<file path="src/rtl/sram_arbiter.sv">
`default_nettype none
// ============================================================================
// Module   : sram_arbiter
// Brief    : Shares one SRAM-like bus port between instruction fetch and the
//            load/store data requester, one transaction in flight at a time.
//            Optional macro ARB_RR_EN selects round-robin arbitration on
//            simultaneous requests; otherwise data has fixed priority.
// Revision : 1.0 - initial release
// ============================================================================
module sram_arbiter (
    input  logic        clk,
    input  logic        resetn,

    input  logic        inst_req,
    input  logic [31:0] inst_addr,
    output logic        inst_addr_ok,
    output logic        inst_data_ok,
    output logic [31:0] inst_rdata,

    input  logic        data_req,
    input  logic        data_wr,
    input  logic [1:0]  data_size,
    input  logic [3:0]  data_wstrb,
    input  logic [31:0] data_addr,
    input  logic [31:0] data_wdata,
    output logic        data_addr_ok,
    output logic        data_data_ok,
    output logic [31:0] data_rdata,

    output logic        bus_req,
    output logic        bus_wr,
    output logic [1:0]  bus_size,
    output logic [3:0]  bus_wstrb,
    output logic [31:0] bus_addr,
    output logic [31:0] bus_wdata,
    input  logic        bus_addr_ok,
    input  logic        bus_data_ok,
    input  logic [31:0] bus_rdata
);

    typedef enum logic [1:0] {
        ST_IDLE = 2'd0,
        ST_ADDR = 2'd1,
        ST_DATA = 2'd2
    } state_t;

    localparam logic c_OWNER_INST = 1'b0;
    localparam logic c_OWNER_DATA = 1'b1;

    state_t      r_state;
    logic        r_owner;
    logic        r_bus_req;
    logic        r_bus_wr;
    logic [1:0]  r_bus_size;
    logic [3:0]  r_bus_wstrb;
    logic [31:0] r_bus_addr;
    logic [31:0] r_bus_wdata;

    logic        w_idle;
    logic        w_grant_data;
    logic        w_grant_inst;
    logic        w_complete;

    assign w_idle = (r_state == ST_IDLE);

`ifdef ARB_RR_EN
    logic r_last_grant;

    // On a tie, data wins only if instruction fetch was granted last.
    assign w_grant_data = data_req & (~inst_req | (r_last_grant == c_OWNER_INST));
`else
    assign w_grant_data = data_req;
`endif
    assign w_grant_inst = inst_req & ~w_grant_data;

    assign inst_addr_ok = w_idle & w_grant_inst;
    assign data_addr_ok = w_idle & w_grant_data;

    // A transaction ends either on a combined addr/data handshake or in DATA.
    assign w_complete = ((r_state == ST_ADDR) & bus_addr_ok & bus_data_ok) |
                        ((r_state == ST_DATA) & bus_data_ok);

    assign inst_data_ok = bus_data_ok & w_complete & (r_owner == c_OWNER_INST);
    assign data_data_ok = bus_data_ok & w_complete & (r_owner == c_OWNER_DATA);
    assign inst_rdata   = bus_rdata;
    assign data_rdata   = bus_rdata;

    assign bus_req   = r_bus_req;
    assign bus_wr    = r_bus_wr;
    assign bus_size  = r_bus_size;
    assign bus_wstrb = r_bus_wstrb;
    assign bus_addr  = r_bus_addr;
    assign bus_wdata = r_bus_wdata;

    always_ff @(posedge clk or negedge resetn) begin
        if (!resetn) begin
            r_state     <= ST_IDLE;
            r_owner     <= c_OWNER_INST;
            r_bus_req   <= 1'b0;
            r_bus_wr    <= 1'b0;
            r_bus_size  <= 2'd0;
            r_bus_wstrb <= 4'd0;
            r_bus_addr  <= 32'd0;
            r_bus_wdata <= 32'd0;
        end else begin
            case (r_state)
                ST_IDLE: begin
                    if (w_grant_data) begin
                        r_bus_req   <= 1'b1;
                        r_bus_wr    <= data_wr;
                        r_bus_size  <= data_size;
                        r_bus_wstrb <= data_wstrb;
                        r_bus_addr  <= data_addr;
                        r_bus_wdata <= data_wdata;
                        r_owner     <= c_OWNER_DATA;
                        r_state     <= ST_ADDR;
                    end else if (w_grant_inst) begin
                        r_bus_req   <= 1'b1;
                        r_bus_wr    <= 1'b0;
                        r_bus_size  <= 2'd2;
                        r_bus_wstrb <= 4'd0;
                        r_bus_addr  <= inst_addr;
                        r_bus_wdata <= 32'd0;
                        r_owner     <= c_OWNER_INST;
                        r_state     <= ST_ADDR;
                    end
                end
                ST_ADDR: begin
                    if (bus_addr_ok) begin
                        r_bus_req <= 1'b0;
                        r_state   <= bus_data_ok ? ST_IDLE : ST_DATA;
                    end
                end
                ST_DATA: begin
                    if (bus_data_ok) begin
                        r_state <= ST_IDLE;
                    end
                end
                default: begin
                    r_bus_req <= 1'b0;
                    r_state   <= ST_IDLE;
                end
            endcase
        end
    end

`ifdef ARB_RR_EN
    always_ff @(posedge clk or negedge resetn) begin
        if (!resetn) begin
            r_last_grant <= c_OWNER_INST;
        end else if (w_idle & (w_grant_data | w_grant_inst)) begin
            r_last_grant <= w_grant_data ? c_OWNER_DATA : c_OWNER_INST;
        end
    end
`endif

endmodule
`default_nettype wire

</file>
<file path="config.mk">
export PLATFORM = sky130hd
export DESIGN_NAME = sram_arbiter
export DESIGN_NICKNAME = d
export VERILOG_FILES = /design/src/rtl/sram_arbiter.sv
export SDC_FILE = /design/constraint.sdc
export NUM_CORES = 1
export LEC_CHECK = 0
export ABC_AREA = 1
export BUFFER_PORTS_ARGS = -buffer_cell sky130_fd_sc_hd__buf_2
export CORE_AREA = 4 4 108 110
export CTS_CLUSTER_SIZE = 28
export DETAILED_ROUTE_END_ITERATION = 16
export DIE_AREA = 0 0 112 114
export HOLD_SLACK_MARGIN = 0.08
export PLACE_DENSITY = 0.77
export SLEW_MARGIN = 20
export SYNTH_ARGS = -nofsm -noshare
export SYNTH_HDL_FRONTEND = slang
export SYNTH_SLANG_ARGS = --single-unit
</file>
<file path="constraint.sdc">
create_clock -name clk -period 1.7 [get_ports clk]
set_input_delay 0.17 -clock clk [delete_from_list [all_inputs] [get_ports clk]]
set_output_delay 0.17 -clock clk [all_outputs]
set_load 0.02 [all_outputs]
</file>
==> results.md, run 1 <==
* Worst Path Max Fanout at 13
* Clock transition at path regs at 0.08 ns
* Initial DRT Pass Iterations at 7
* Global router's overall resource usage at 0.178
* Worst endpoint required time at 1.53 ns
* Net count reported at finish at roughly 800
* Number of maximum-capacitance violations at 0
* Final HPWL DP at around 8.2 mm
* Worst Clk Skew at around 0.009 ns
* Rows at 38
* Bufs on Longest Clock Path at 2
* Number of instances in the placed design at between 700 and 800
* Number of filler instances in the final layout at between 900 and 1000
* PD cells at about 1700 nW/um^2
* Multi-input logic area at between 1000 and 1500 sq um
* Final worst path period share at 0.920
* Mapped Cells at just under 500
* Floorplan die area at 12800 sq um
* Area growth from synthesis to final layout at 30.7%
* I/O Pins at ~280
* Total overflow reported by the global router at 0
* Initial cell density of the core at 0.361
* Fin. max-slew vios at 0
* Routed vias at between 3000 and 4000
* Slew @ Worst Pin at approximately 0.52 ns
* Total negative setup slack at 0 ns
* Num Clock Sinks at 75
* Data arrival, critical path at 1.39 ns
* F_max at between 0.6 and 0.7 GHz
* Global-route wire length before repair at 18.1 mm
* Flop and latch count out of synthesis at between 70 and 80
* Synthesized netlist net count at 638
* Overall die width at about 110 um
* Final antenna-violating net count at 0
* Number of DRC markers after the initial detailed-route iteration at 375
* Via count normalized by instance count at 4.44
* Number of buffers created by CTS at 9
* Total of warnings raised by yosys at 0
* Fin cells at slightly above 800
* Average routed wire per standard cell at roughly 15 um
* Source-to-sink clock delay at the later pin of the worst-skew pair at 0.33 ns
* Count of port buffers added during placement at around 180
* Total Routed Length at roughly 12 mm
* Pin count of the biggest net entering global routing at 73
* Inserted Diodes at 0
* Remaining DRCs at 0
* Type of element capturing the critical path: primary output
* Count of cell types in the netlist at 17
* Sequential cell area at between 1500 and 2000 sq um
* Post-layout minimum cycle time at about 1.6 ns
* CTS tree: yes
* Count of final hold-check violations at 0
* Launching element type of the critical path: flip-flop
* Top cell family by delay on the critical path: flip-flops
* Vias in the first global route at between 3000 and 4000
* Relative slew margins at 0.650
* Sequential share of the synthesized area at 0.487
* Root cell of the clock tree: clkbuf_8
* Outcome: finished, final reports clean
* Die span in y at 114 um
* Setup repair after global routing missed its margin: false
* Netlist area before placement at around 3900 sq um
* Cell type of the slowest stage on the worst timing path: dfrtp_1
* Max H-tree Level at 3
* Average footprint of a synthesized cell at 7.76 sq um
* Number of antenna violations at the first check in global routing at 0
* RePlAce Congestion at roughly 0.85
* Maximum VDD drop at approximately 960 uV
* Cell chain of the critical path: nor2_2 -> nand2_2 -> inv_8 -> buf_2
* Static power due to leakage at 3.04 nW
* Class of the worst hold path: primary input to flip-flop
* Largest stage delay, worst path at between 0.4 and 0.5 ns
* Ratio of cells with drive above 1 in the final layout at 0.326
* Final count of negative-setup-slack endpoints at 0
* Core box area at 10700 sq um
* Critical path class: flip-flop to primary output
* Count of buffering cells on the critical path with inverters included at 2
[power breakdown]
group	switching, mW	internal, mW
clock network	0.626	0.554
logic	2.81	1.41
registers	0.484	2.65
total	3.92	4.61
[metrics by stage]
stage	hold WS [ns]	worst slack [ns]	cell area (sq um)	total power, mW	utilization
2_1_floorplan	-0.126	0.526	3860	6.05	-
6_report	0.135	0.136	5040	8.53	0.471
4_1_cts	0.103	0.0161	4980	8.47	0.466
5_1_grt	0.150	0.0282	5040	9.17	0.471
3_3_place_gp	0.144	0.300	4400	7.08	0.412
3_5_place_dp	0.147	0.304	4400	7.17	0.412
[logic make-up after synthesis]
family | share of synthesized area
and+or+nand+nor | 0.262
DFF | 0.487
buffers and inverters | 0.206
xor gates and xnor gates | 0.00227
AOI/OAI and AO/OA | 0.0428
[synthesized netlist by cell type (all sizes together)]
| library cell | count | area [sq um] |
|---|---|---|
| nand3 | 3 | 15.0 |
| nand2 | 253 | 960 |
| dfrtp | 75 | 1880 |
| xnor2 | 1 | 8.76 |
| nor2 | 8 | 32.5 |
| clkbuf | 2 | 7.51 |
| buf | 83 | 639 |
| nor3 | 1 | 5.00 |
| o21ai | 33 | 165 |
| inv | 38 | 148 |
[worst min-delay path: stages]
cell and delay (ns):
buf_2 0.07, nand2_1 0.04, o21ai_0 0.06, nand2_1 0.05, nand2_1 0.05
[path summary, 6_finish.rpt]
path | start | end | slack (ns) | cells after the start
min | data_addr[27] | bus_addr[27] | 0.14 | 5
min reg2reg | bus_wdata[5] | bus_wdata[5] | 0.47 | 2
max | r_state[1] | data_addr_ok | 0.14 | 4
max in group asynchronous | resetn | bus_addr[29] | 0.76 | 3
max reg2reg | r_state[0] | bus_wdata[30] | 0.21 | 6
min in group asynchronous | resetn | bus_wdata[4] | 0.34 | 2
[layout by cell type, fill, tap and decap left out, drive strengths merged]
cell type    count
nand2          253
buf            197
dfrtp           75
dlygate4sd3     41
inv             38
o21ai           33
clkbuf          10
nor2             8
nand3            3
clkinv           3
clkinvlp         2
xnor2            1
nor3             1
[cell type report]
type	count	share of cell area
tap	140	0.0347
sequential	75	0.372
timing repair buffer	238	0.294
clock buffer	10	0.0273
clock inverter	5	0.00596
inverter	38	0.0308
multi-input combinational	299	0.235
[sequential cells by signal, summed over array words and instances (netlist names)]
signal     flops
bus_wr         1
r_owner        1
bus_wdata     32
bus_addr      32
bus_req        1
bus_size       2
bus_wstrb      4
r_state        2
[what timing repair did]
item	CTS	global route
setup endpoints to repair	1	1
gates resized for setup	1	2
endpoints found under the hold margin	72	0
buffers inserted	0	7
hold buffers	41	0
[layer usage]
metal | global-route usage | wire length (um) | share of wire | vias to the layer above
met5 | 0 | 0 | 0 | -
met4 | 0.0633 | 248 | 0.021 | 0
met3 | 0.0668 | 1290 | 0.11 | 17
met2 | 0.300 | 5720 | 0.48 | 228
met1 | 0.209 | 4640 | 0.39 | 1586
li1 | - | - | - | 1746
Note: power is estimated with default switching activity, not from simulation.
==> run 2, diff against run 1 <==
Settings changed: ABC_AREA 1 to unset, CORE_AREA 4 4 108 110 to 4 4 107 109, DIE_AREA 0 0 112 114 to 0 0 111 113.
==> run 2 against run 1 <==
Setup slack got worse by 0.067 ns; sequential cell count stayed put; final area shrank 2.6%; critical path depth is the same; synthesized cell count down 44%; critical path type unchanged; sequential share of layout area is 1.0 points higher; combinational power is 11% lower; critical endpoint is now inst_data_ok; via count shrank 22%; core utilization decreased by 0.82 points; worst hold slack better by 0.028 ns; routed wire length is 17% lower.
==> results.md, run 2 <==
* Global-route wire length before repair at 15.7 mm (-14%)
* Inserted Diodes at 0 (unchanged)
* Vias in the first global route at 3144 (-11%)
* Number of antenna violations at the first check in global routing at 0 (unchanged)
* Relative slew margins at 0.629 (-0.0211)
* Count of final hold-check violations at 0 (unchanged)
* Fin cells at 587 (-27%)
* Ratio of cells with drive above 1 in the final layout at 0.595 (+0.269)
* Net count reported at finish at 583 (-27%)
* Final worst path period share at 0.959 (+0.0394)
* Top library cells by usage in the layout, fill and taps aside: buf_2 (183), dfrtp_1 (74), mux2_2 (54)
* Post-layout minimum cycle time at 1.63 ns (+0.0669 ns)
* Synthesized netlist net count at 418 (-34%)
* Worst setup path start: r_state[1]
* Netlist area before placement at 3660 sq um (-5.1%)
* Number of maximum-capacitance violations at 0 (unchanged)
* Class of the worst hold path: primary input to flip-flop
* Initial cell density of the core at 0.345 (-0.0153)
* Routed vias at 2774 (-22%)
* Global router's overall resource usage at 0.157 (-0.0211)
* Most common cell after layout, fill and taps aside: buf_2
* Area share of the largest cell type after synthesis at 0.513 (+0.0261)
* Biggest area consumer among synthesized cells: dfrtp_1
* Average footprint of a synthesized cell at 13.2 sq um (+70%)
* F_max at 0.613 GHz (-4.1%)
* Total negative setup slack at 0 ns (unchanged)
* Initial DRT Pass Iterations at 4 (-3)
* Total overflow reported by the global router at 0 (unchanged)
* Max H-tree Level at 3 (unchanged)
* Source-to-sink clock delay at the later pin of the worst-skew pair at 0.34 ns (about the same)
* Maximum VDD drop at 688 uV (-28%)
* Clock transition at path regs at 0.07 ns (about the same)
* Worst Clk Skew at 0.00763 ns (-0.00125 ns)
* Reg2reg start: r_state[1]
* Number of setup buffers added after CTS at 0 (unchanged)
* Number of DRC markers after the initial detailed-route iteration at 134 (-64%)
* Total of warnings raised by yosys at 0 (unchanged)
* Mapped Cells at 277 (-44%)
* Static power due to leakage at 2.49 nW (-18%)
* Die span in y at 113 um (-0.88%)
* Biggest area contributors in the synthesized netlist: dfrtp_1 (51%), mux2_2 (17%), buf_4 (14%)
* Floorplan die area at 12500 sq um (-1.8%)
* Outcome: finished, final reports clean
* Count of cell types in the netlist at 21 (+4)
* Worst endpoint required time at 1.53 ns (about the same)
* Via count normalized by instance count at 4.73 (+6.4%)
* Hold Slack at 0.163 ns (+0.0280 ns)
* Remaining DRCs at 0 (unchanged)
* Count of flip-flops with a built-in enable after synthesis at 0 (unchanged)
* Rows at 38 (unchanged)
* Setup repair after global routing missed its margin: false
* CTS tree: yes
* Data arrival, critical path at 1.46 ns (+0.07 ns)
* Final HPWL DP at 7.06 mm (-14%)
* Launching element type of the critical path: flip-flop
* I/O Pins at 281 (unchanged)
* Num Clock Sinks at 75 (unchanged)
* Commonest register cell after synthesis: dfrtp_1
* Count of port buffers added during placement at 184 (unchanged)
* Bufs on Longest Clock Path at 2 (unchanged)
* CP endpoint: inst_data_ok
* Number of instances in the placed design at 529 (-29%)
* Flop and latch count out of synthesis at 75 (unchanged)
* PD cells at 1690 nW/um^2 (+0.10%)
* Total Power Consumption at 8.32 mW (-2.5%)
* Total Routed Length at 9.89 mm (-17%)
* Worst Path Max Fanout at 6 (-7)
* Proportion of synthesized flip-flops having asynchronous set or reset at 1.00 (unchanged)
* Final antenna-violating net count at 0 (unchanged)
* Area growth from synthesis to final layout at 34.1%
* Number of cell instances on the worst register-to-register path at 4 (-2)
* Type of element capturing the critical path: primary output
* Number of buffers created by CTS at 9 (unchanged)
* Sequential share of the synthesized area at 0.513 (+0.0261)
* Reg-to-reg endpoint: bus_addr[14]
* Critical path class: flip-flop to primary output
* RePlAce Congestion at 0.757 (-11%)
* Register-to-Register Setup Slack at 0.17 ns (-0.04 ns)
* Final core utilization at 0.463 (-0.00816)
* Leading post-synthesis cells by instance count: dfrtp_1 (75), buf_4 (69), mux2_2 (54)
* Slew @ Worst Pin at 0.554 ns (+0.0296 ns)
* Root cell of the clock tree: clkbuf_8
* Final count of negative-setup-slack endpoints at 0 (unchanged)
* Overall die width at 111 um (-0.89%)
* Most frequent cell after synthesis: dfrtp_1
* Average routed wire per standard cell at 16.8 um (+14%)
* Pin count of the biggest net entering global routing at 41 (-44%)
* Fin. max-slew vios at 0 (unchanged)
* Core box area at 10600 sq um (-0.89%)
[run 2: changes by cell type after synthesis, moves of 2 or more]
cell      before  now
nand2_1      251    4
nor2_1         7    2
clkbuf_1       2    0
a22o_1         0   38
inv_1         36    3
buf_6          9    6
mux2_2         0   54
nand3_1        3    0
o21ai_0       33    1
mux2_1         0   10
buf_2          7    5
buf_4         67   69
[run 2: through the flow]
step	setup WS, ns	area, sq um
after detailed placement	0.113	4260
after floorplan	0.286	3660
after global routing	0.00864	4910
final	0.0693	4910
after CTS	0.0125	4900
after global placement	0.144	4260
[run 2: layer usage]
layer,GRT usage,share of wire,vias up
li1,-,-,1240
met1,0.156,0.35,1317
met2,0.288,0.54,197
met3,0.0663,0.098,20
met4,0.0649,0.018,0
met5,0,0,-
[run 2: final cells by class]
type | count | area (sq um)
Multi-Input combinational cell | 119 | 1170
Clock buffer | 12 | 145
Tap cell | 140 | 175
Inverter | 3 | 11.3
Fill cell | 944 | 5690
Sequential cell | 75 | 1880
Clock inverter | 4 | 73.8
Timing Repair Buffer | 234 | 1450
[run 2: timing repair]
item | in CTS | in global routing
hold buffers | 42 | 0
hold endpoints to repair | 116 | 0
pin swaps | 1 | 0
setup endpoints to repair | 2 | 3
gates resized for setup | 2 | 3
[run 2: kinds of logic after synthesis]
kind of cell    share of synthesized area
compound gates                      0.104
flops                               0.513
mux                                 0.197
simple gates                       0.0164
buf+inv                             0.170
[run 2: worst min path at each step]
stage               cells after the start           from  slack, ns           end
floorplan                               0         resetn      -0.13   bus_addr[0]
global placement                        1         resetn       0.05  bus_wdata[7]
global route                            3  inst_addr[12]       0.15  bus_addr[12]
finish                                  3       inst_req       0.16       r_owner
CTS                                     3       inst_req       0.14       r_owner
detailed placement                      1         resetn       0.05  bus_wdata[7]
[run 2: power breakdown]
group | total, mW | internal, mW | switching [mW]
Sequential | 3.07 | 2.60 | 0.468
Clock | 1.50 | 0.869 | 0.633
Combinational | 3.75 | 1.62 | 2.12
Total | 8.32 | 5.10 | 3.22
[run 2: critical path: stages (launching register included)]
cell	delay [ns]
dfrtp_2	0.45
and3b_1	0.24
a21oi_2	0.05
nor3b_2	0.20
buf_2	0.19
==> run 3, diff against run 2 <==
Settings changed: CORE_AREA 4 4 107 109 to unset, CORE_MARGIN set to 4, CORE_UTILIZATION set to 36, DIE_AREA 0 0 111 113 to unset, PLACE_DENSITY 0.77 to 0.82.
Clock period 1.7 ns to 1.4 ns, I/O delays scaled along.
==> run 3 against run 2 <==
The flow now finishes with violations (setup timing); critical path type unchanged; die area down 5.5%; sequential cell count unchanged; final area up 3.0%; critical path depth up 1.
==> results.md, run 3 (synthesis results as in run 2) <==
* Static power due to leakage at 2.55 nW (+2.6%)
* Worst hold path endpoint: r_owner
* Core box area at 9820 sq um (-7.4%)
* Most common cell after layout, fill and taps aside: buf_2
* Post-route cell area at 5060 sq um (+3.0%)
* Launching element type of the critical path: flip-flop
* Psw at 4.00 mW (+24%)
* Number of maximum-capacitance violations at 0 (unchanged)
* Post-layout minimum cycle time at around 1.6 ns
* Internal at 6.53 mW (+28%)
* Global router's overall resource usage at 0.154 (-0.00333)
* Pin count of the biggest net entering global routing at 76 (+85%)
* Clock transition at path regs at 0.08 ns (about the same)
* Floorplan die area at 11800 sq um (-5.5%)
* Worst Path Max Fanout at 3 (-3)
* Final count of negative-setup-slack endpoints at 4 (+4)
* Slew @ Worst Pin at 0.379 ns (-0.176 ns)
* Hold Startpoint: inst_req
* Worst endpoint required time at 1.26 ns (-0.27 ns)
* Vias in the first global route at 2866 (-8.8%)
* Data arrival, critical path at 1.51 ns (+0.05 ns)
* Share of total power in combinational logic at 0.456 (+0.006)
* Reg2reg start: r_state[1]
* Critical path class: flip-flop to primary output
* Final antenna-violating net count at 0 (unchanged)
* Register share of total power at 0.350 (-0.019)
* Total overflow reported by the global router at 0 (unchanged)
* Routed vias at 2717 (-2.1%)
* Top library cells by usage in the layout, fill and taps aside: buf_2 (180), dfrtp_1 (75), mux2_2 (54)
* Number of buffers created by CTS at 9 (unchanged)
* Class of the worst hold path: primary input to flip-flop
* PD cells at 2080 nW/um^2 (+23%)
* Number of DRC markers after the initial detailed-route iteration at 104 (-22%)
* Relative slew margins at 0.748 (+0.119)
* Hold path depth at 3 (unchanged)
* CTS tree: yes
* Via count normalized by instance count at 4.64 (-1.7%)
* Final worst slack at -0.247 ns (-0.316 ns)
* Fin. max-slew vios at 0 (unchanged)
* Cell Area, Placed at 4310 sq um (+1.2%)
* Die span in y at 109 um (-3.7%)
* Rows at 36 (-5.3%)
* Average routed wire per standard cell at 16.4 um (-2.7%)
* Net count reported at finish at 588 (+0.86%)
* Count of port buffers added during placement at 184 (unchanged)
* Type of element capturing the critical path: primary output
* Total Routed Length at 9.59 mm (-3.0%)
* Switching Fraction at 0.380 (-0.00741)
* Final core utilization at 0.515 (+0.0520)
* Final HPWL DP at 6.64 mm (-5.9%)
* Final worst path period share at 1.18
* Overall die width at 109 um (-1.9%)
* Register-to-Register Setup Slack at 0.03 ns (-0.14 ns)
* Root cell of the clock tree: clkbuf_8
* Outcome: complete, but fails checks
* RePlAce Congestion at 0.790 (+4.3%)
* Initial DRT Pass Iterations at 5 (+1)
* Initial cell density of the core at 0.373 (+0.0275)
* Reg-to-reg endpoint: bus_addr[18]
* Number of cell instances on the worst register-to-register path at 4 (unchanged)
* I/O Pins at 281 (unchanged)
* Remaining DRCs at 0 (unchanged)
* Area growth from synthesis to final layout at 38.2%
* Inserted Diodes at 0 (unchanged)
* Number of antenna violations at the first check in global routing at 0 (unchanged)
* F_max at between 0.6 and 0.7 GHz
* Global-route wire length before repair at 13.9 mm (-12%)
* Worst setup path start: r_state[1]
* Worst Clk Skew at 0.00740 ns (-0.000233 ns)
* Max H-tree Level at 3 (unchanged)
* Violated checks: setup timing
* Portion of total power attributed to the clock network at 0.193 (+0.012)
* Num Clock Sinks at 75 (unchanged)
* Ratio of cells with drive above 1 in the final layout at 0.608 (+0.0133)
* Hold Slack at 0.117 ns (-0.0465 ns)
* Source-to-sink clock delay at the later pin of the worst-skew pair at 0.34 ns (about the same)
* Setup repair after global routing missed its margin: true
* Count of final hold-check violations at 0 (unchanged)
* Maximum VDD drop at 1050 uV (+53%)
* Bufs on Longest Clock Path at 2 (unchanged)
## run 3: cell types whose count changed in the layout (fill, tap and decap cells not counted), sizes merged
cell,before,now
buf,192,197
clkbuf,12,10
clkinvlp,0,1
bufinv,2,3
clkinv,2,1
inv,3,4
## run 3: power by group through the flow
stage	Sequential, mW	Combinational (mW)	Clock (mW)
detailed placement	3.68	4.61	0
global placement	3.66	4.49	0
floorplan	4.88	1.98	0
global route	3.81	5.13	2.21
CTS	3.67	4.74	2.10
finish	3.69	4.81	2.04
## run 3: timing repair
action                                  in CTS  in global routing
endpoints found under the setup margin       4                 17
hold buffers                                42                  0
hold endpoints to repair                   117                  0
resized for setup                            5                 11
pin swaps                                    2                  3
setup buffers                                1                  1
## run 3: critical path, cell delays in order (launching register included)
cell,delay (ns)
dfrtp_1,0.40
buf_6,0.12
and3b_2,0.26
a21oi_4,0.05
nor3b_2,0.17
buf_4,0.17
## run 3: area by class of cell
cell class,count,area [sq um]
clock buffer,10,138
clock inverter,6,111
fill,842,4760
inverter,3,11.3
multi-input combinational,119,1200
sequential,75,1880
tap,133,166
timing repair buffer,239,1560
## run 3: worst max path at each step
| stage | to | slack (ns) | cells past startpoint |
|---|---|---|---|
| CTS | inst_data_ok | -0.26 | 5 |
| global route | data_addr_ok | -0.32 | 4 |
| finish | inst_data_ok | -0.25 | 5 |
| global placement | bus_size[0] | 0.08 | 4 |
| floorplan | inst_addr_ok | 0.05 | 3 |
| detailed placement | bus_addr[24] | 0.05 | 4 |
## run 3: stage by stage
| stage | total power [mW] | TNS (ns) | std cells | setup WS [ns] |
|---|---|---|---|---|
| detailed placement | 8.29 | 0 | 525 | 0.0546 |
| CTS | 10.5 | -0.909 | 584 | -0.263 |
| global route | 11.1 | -1.34 | 585 | -0.324 |
| global placement | 8.15 | 0 | 525 | 0.0844 |
| floorplan | 6.85 | 0 | 277 | 0.0463 |
| finish | 10.5 | -0.836 | 585 | -0.247 |
## run 3: metal layers
layer / track usage / vias to the layer above / wire, um
met4: 0.0586 / 0 / 184
met3: 0.0568 / 23 / 876
met1: 0.160 / 1287 / 3400
met2: 0.279 / 157 / 5120
li1: - / 1250 / -
met5: 0 / - / 0
